**config.mk**
```make
export PLATFORM = sky130hd
export DESIGN_NAME = imm_gen_stage
export DESIGN_NICKNAME = d
export VERILOG_FILES = /design/src/rtl/imm_pkg.sv /design/src/rtl/imm_expand.sv /design/src/rtl/imm_gen_stage.sv
export SDC_FILE = /design/constraint.sdc
export NUM_CORES = 1
export LEC_CHECK = 0
export BUFFER_PORTS_ARGS = -buffer_cell sky130_fd_sc_hd__buf_2
export CORE_MARGIN = 4
export CORE_UTILIZATION = 45
export DETAILED_ROUTE_END_ITERATION = 10
export PLACE_DENSITY = 0.72
export SYNTH_ARGS = -nofsm -noshare
export SYNTH_HDL_FRONTEND = slang
export SYNTH_SLANG_ARGS = --single-unit
```
**constraint.sdc**
```tcl
create_clock -name clk -period 1.9 [get_ports clk]
set_input_delay 0.38 -clock clk [delete_from_list [all_inputs] [get_ports clk]]
set_output_delay 0.38 -clock clk [all_outputs]
set_load 0.02 [all_outputs]
```
**src/rtl/imm_pkg.sv**
```systemverilog
// Shared types and helpers for the immediate-generation stage.
// Format select encoding and XLEN legality check.
package imm_pkg;

  localparam int INSTR_W = 32;

  typedef enum logic [2:0] {
    IMM_S     = 3'd0,
    IMM_J     = 3'd1,
    IMM_B     = 3'd2,
    IMM_U     = 3'd3,
    IMM_I     = 3'd4,
    IMM_SHAMT = 3'd5,
    IMM_Z     = 3'd6,
    IMM_RSVD  = 3'd7
  } imm_sel_e;

  function automatic bit xlen_ok(input int xlen);
    return (xlen == 32) || (xlen == 64);
  endfunction

endpackage

```
**src/rtl/imm_expand.sv**
```systemverilog
// Combinational immediate expansion for all base formats.
// Reserved select yields zero and flags illegal.
module imm_expand
  import imm_pkg::*;
#(
  parameter int XLEN = 32
) (
  input  logic [INSTR_W-1:0] instr,
  input  imm_sel_e           imm_sel,
  output logic [XLEN-1:0]    imm,
  output logic               illegal
);

  logic [5:0] shamt;
  logic       unused_opc;

  // RV64 shifts use a 6-bit amount, RV32 only 5
  assign shamt = (XLEN == 64) ? instr[25:20]
                              : {1'b0, instr[24:20]};

  assign unused_opc = ^instr[6:0];

  // select and sign/zero-extend the immediate field
  always_comb begin
    imm     = '0;
    illegal = 1'b0;
    unique case (1'b1)
      (imm_sel == IMM_S):
        imm = XLEN'($signed({instr[31:25],
                             instr[11:7]}));
      (imm_sel == IMM_J):
        imm = XLEN'($signed({instr[31],
                             instr[19:12],
                             instr[20],
                             instr[30:21],
                             1'b0}));
      (imm_sel == IMM_B):
        imm = XLEN'($signed({instr[31],
                             instr[7],
                             instr[30:25],
                             instr[11:8],
                             1'b0}));
      (imm_sel == IMM_U):
        imm = XLEN'($signed({instr[31:12],
                             12'b0}));
      (imm_sel == IMM_I):
        imm = XLEN'($signed(instr[31:20]));
      (imm_sel == IMM_SHAMT):
        imm = XLEN'(shamt);
      (imm_sel == IMM_Z):
        imm = XLEN'(instr[19:15]);
      (imm_sel == IMM_RSVD):
        illegal = 1'b1;
    endcase
  end

endmodule

```
**src/rtl/imm_gen_stage.sv**
```systemverilog
// Registered immediate stage with a 2-entry skid buffer.
// Main register drives outputs; skid absorbs one stalled beat.
module imm_gen_stage
  import imm_pkg::*;
#(
  parameter int XLEN  = 32,
  parameter int TAG_W = 32
) (
  input  logic               clk,
  input  logic               rst_n,
  input  logic               flush,
  input  logic               in_valid,
  output logic               in_ready,
  input  logic [INSTR_W-1:0] instr,
  input  logic [2:0]         imm_sel,
  input  logic [TAG_W-1:0]   in_tag,
  output logic               out_valid,
  input  logic               out_ready,
  output logic [XLEN-1:0]    out_imm,
  output logic [TAG_W-1:0]   out_tag,
  output logic               out_illegal
);

  if (!xlen_ok(XLEN)) begin : g_bad_xlen
    $fatal(1, "imm_gen_stage: XLEN must be 32 or 64");
  end

  typedef struct packed {
    logic [XLEN-1:0]  imm;
    logic [TAG_W-1:0] tag;
    logic             ill;
    logic             vld;
  } ent_t;

  ent_t main_q, main_d;
  ent_t skid_q, skid_d;
  ent_t new_e;
  logic rdy_q;
  logic acc, drn;
  logic [XLEN-1:0] exp_imm;
  logic exp_ill;

  imm_expand #(.XLEN(XLEN)) u_exp (
    .instr   (instr),
    .imm_sel (imm_sel_e'(imm_sel)),
    .imm     (exp_imm),
    .illegal (exp_ill)
  );

  assign new_e = '{imm: exp_imm, tag: in_tag,
                   ill: exp_ill, vld: 1'b1};
  assign acc   = in_valid & rdy_q;
  assign drn   = main_q.vld & out_ready;

  // next-state: refill main from skid first to keep FIFO order
  always_comb begin
    main_d = main_q;
    skid_d = skid_q;
    if (flush) begin
      main_d.vld = 1'b0;
      skid_d.vld = 1'b0;
    end else if (!main_q.vld || drn) begin
      if (skid_q.vld) begin
        main_d     = skid_q;
        skid_d.vld = 1'b0;
        if (acc) skid_d = new_e;
      end else begin
        main_d.vld = 1'b0;
        if (acc) main_d = new_e;
      end
    end else if (acc) begin
      skid_d = new_e;
    end
  end

  // state registers; ready tracks whether skid will be free
  always_ff @(posedge clk or negedge rst_n) begin
    if (!rst_n) begin
      main_q <= '0;
      skid_q <= '0;
      rdy_q  <= 1'b1;
    end else begin
      main_q <= main_d;
      skid_q <= skid_d;
      rdy_q  <= ~skid_d.vld;
    end
  end

  assign in_ready    = rdy_q;
  assign out_valid   = main_q.vld;
  assign out_imm     = main_q.imm;
  assign out_tag     = main_q.tag;
  assign out_illegal = main_q.ill;

endmodule

```
==> flow_metrics.tcl <==
set metrics [dict create \
    status "complete, no violations" \
    synth_seq_cells 133 \
    first_pass_iters 5 \
    arrival_ns 2.09 \
    hold_class "input pin to register" \
    switching_share_pct 29.4 \
    n_antenna_cell 0 \
    synth_cell_types 39 \
    p_per_area_nw_per_um2 1170 \
    vdd_drop_max_mv 0.731 \
    ant_nets 0 \
    cts_tree "yes" \
    final_area_sq_um 7540 \
    fmax_mhz 557 \
    yosysSeqAreaShare_pct 55.5 \
    fin_crit_ns 1.79 \
    netlist_instances 637 \
    cp.required_ns 2.20 \
    fin_crit_sh_pct 94.4 \
    grt_pass1_wl_um 25800 \
    worst_slew_pin_slew_ns 0.509 \
    power.share.combinational_pct 18.8 \
    die_area_sq_um 15200 \
    syn_area_per_cell_sq_um 9.41 \
    dieHeight_um 123 \
    fin_nets 834 \
    clockBufferDepth 2 \
    cts-buffers-inserted 17 \
    fillCellCount 1130 \
    postCtsSetupBuffers 0 \
    coreArea_sq_um 12800 \
    regArea_sq_um 3330 \
    report.power.total_mw 8.83 \
    layout-drive-gt1-share_pct 28.9 \
    relSlewSlack_pct 66.0 \
    io_pins 139 \
    finalWirelength_um 16300 \
    portBuffers 131 \
    hold_viol_final 0 \
    tns_ns 0 \
    grt_max_degree 55 \
    insertion_delay_ns 0.41 \
    rows 41 \
    place_area_sq_um 6910 \
    path_class "register to register" \
    initial_utilization_pct 46.8 \
    critPathMaxFanout 37 \
    seqPwrFrac_pct 42.6 \
    path_clk_slew_ns 0.06 \
    switchingPower_mw 2.59 \
    grt-ovfl-total 0 \
    hpwl_um 11100 \
    wl_per_cell_um 17.3 \
    cts.sinks 133 \
    multi_input_area_sq_um 2420 \
    synth_warnings 0 \
    rsz0062_at_grt "false" \
    synth_edf_count 0 \
    area_growth_pct 25.8 \
    clkPwrFrac_pct 38.6 \
    routed_via_density 5.55 \
    clk_root_buffer_cell "clkbuf_16" \
    antenna_found_initial 0 \
    die_x_um 123 \
    syn-num-nets 709 \
    place.gp.congestion 0.901 \
    drv_cap 0 \
    leakage_nw 3.65 \
    synthFlopType "dfrtp_1" \
    critPathLaunchType "register" \
    grtUsageTotal_pct 22.0 \
    synthArstFlopShare_pct 100 \
    via_count 5248 \
    power.internal_mw 6.24 \
    skew_ns 0.00455 \
    drv_slew 0 \
    first_iter_violations 593 \
    grt_pass1_vias 5175 \
    drc 0 \
    h-tree-depth 4 \
    netlist_area_sq_um 6000 \
    finalSetupViolCount 0 \
    cp-end-kind "register" \
]
==> Yosys cell counts (2+ instances only) <==
cell type	instances	area, sq um
nand3_1	36	180
nand2b_1	2	12.5
o211ai_1	21	158
a21oi_1	36	180
clkbuf_1	14	52.6
dfrtp_1	132	3300
a311oi_1	2	17.5
o22a_1	4	35.0
buf_1	4	15.0
buf_6	3	33.8
a221oi_2	29	435
o21ai_1	24	120
nand2_1	174	653
a32oi_1	5	43.8
nor2_1	84	315
buf_2	28	140
buf_4	2	15.0
a31oi_1	5	31.3
a22oi_1	4	30.0
inv_1	2	7.51
nor2b_1	5	31.3
a221oi_1	3	26.3
a21o_1	2	15.0
==> cell families (layout without fill, tap and decap cells) <==
| logic type | after synthesis | after routing | synth area share (%) |
|---|---|---|---|
| DFF | 133 | 133 | 55.5 |
| buffers and inverters | 54 | 191 | 4.46 |
| and+or+nand+nor | 310 | 310 | 21.1 |
| AOI/OAI and AO/OA | 139 | 139 | 18.7 |
| adders and majority gates | 1 | 1 | 0.167 |
==> worst max-delay path, cell delays in order, from the launching register on <==
cell and delay, ns:
dfstp_2 0.55, a21oi_1 0.11, or3_2 0.50, buf_12 0.23, a221oi_1 0.23, nor2_1 0.06
==> state kept, by name (all words and copies together), names as in the netlist <==
register	cells
out_imm	32
out_tag	32
skid_q	66
out_valid	1
in_ready	1
out_illegal	1
==> per-layer routing <==
layer,track usage [%],vias up,share of wire [%]
met1,28.7,2550,41
met2,36.0,215,49
li1,-,2452,-
met3,5.49,31,7.7
met5,0,-,0
met4,7.40,0,2.0
==> worst paths after layout <==
| path | start | cells past startpoint | slack (ns) | end |
|---|---|---|---|---|
| max | in_ready | 5 | 0.11 | out_tag[31] |
| min | in_tag[0] | 3 | 0.18 | skid_q[2] |
| max reg2reg | in_ready | 5 | 0.11 | out_tag[31] |
| min reg2reg | skid_q[43] | 2 | 0.48 | skid_q[43] |
| max in group asynchronous | rst_n | 3 | 0.81 | out_imm[24] |
| min in group asynchronous | rst_n | 2 | 0.46 | out_tag[23] |
==> metrics by stage <==
step | hold slack [ns] | utilization (%) | instances | worst slack (ns)
finish | 0.185 | 58.8 | 946 | 0.106
global route | 0.176 | 58.8 | 946 | 0.0371
CTS | 0.170 | 58.8 | 946 | 0.0979
detailed placement | 0.367 | 53.9 | 914 | 0.127
global placement | 0.362 | 53.9 | 914 | 0.139
floorplan | 0.0844 | - | 637 | 0.280
==> layout by cell type (no fill, tap or decap), types with 3 or more instances in the layout <==
| cell | count |
|---|---|
| buf_4 | 19 |
| a32oi_1 | 5 |
| o21ai_1 | 24 |
| nand3_1 | 36 |
| a221oi_1 | 3 |
| buf_12 | 7 |
| a22oi_1 | 4 |
| buf_2 | 130 |
| dfrtp_1 | 131 |
| bufinv_16 | 3 |
| o211ai_1 | 21 |
| a21oi_1 | 36 |
| clkbuf_8 | 5 |
| clkinv_2 | 3 |
| nand2_1 | 174 |
| a31oi_1 | 5 |
| nor2b_1 | 5 |
| clkbuf_16 | 17 |
| nor2_1 | 84 |
| a221oi_2 | 29 |
| o22a_1 | 4 |
==> layout make-up <==
type	instances	area share, %
Timing Repair Buffer	157	12.5
Sequential cell	133	44.2
Clock inverter	8	1.61
Multi-Input combinational cell	450	32.1
Clock buffer	23	6.60
Inverter	3	0.149
Tap cell	172	2.85
==> power by group through the flow <==
| stage | clock [mW] | sequential (mW) | combinational [mW] |
|---|---|---|---|
| 2_1_floorplan | 0 | 4.03 | 0.741 |
| 3_3_place_gp | 0 | 3.76 | 1.61 |
| 3_5_place_dp | 0 | 3.80 | 1.67 |
| 4_1_cts | 3.46 | 3.76 | 1.68 |
| 5_1_grt | 3.60 | 3.83 | 1.85 |
| 6_report | 3.41 | 3.77 | 1.66 |
==> repair_timing <==
item / 4_1_cts / 5_1_grt
hold buffers: 1 / 0
hold endpoints to repair: 29 / 0
gates resized for setup: 0 / 0
Power figures use the tool's default switching activity.
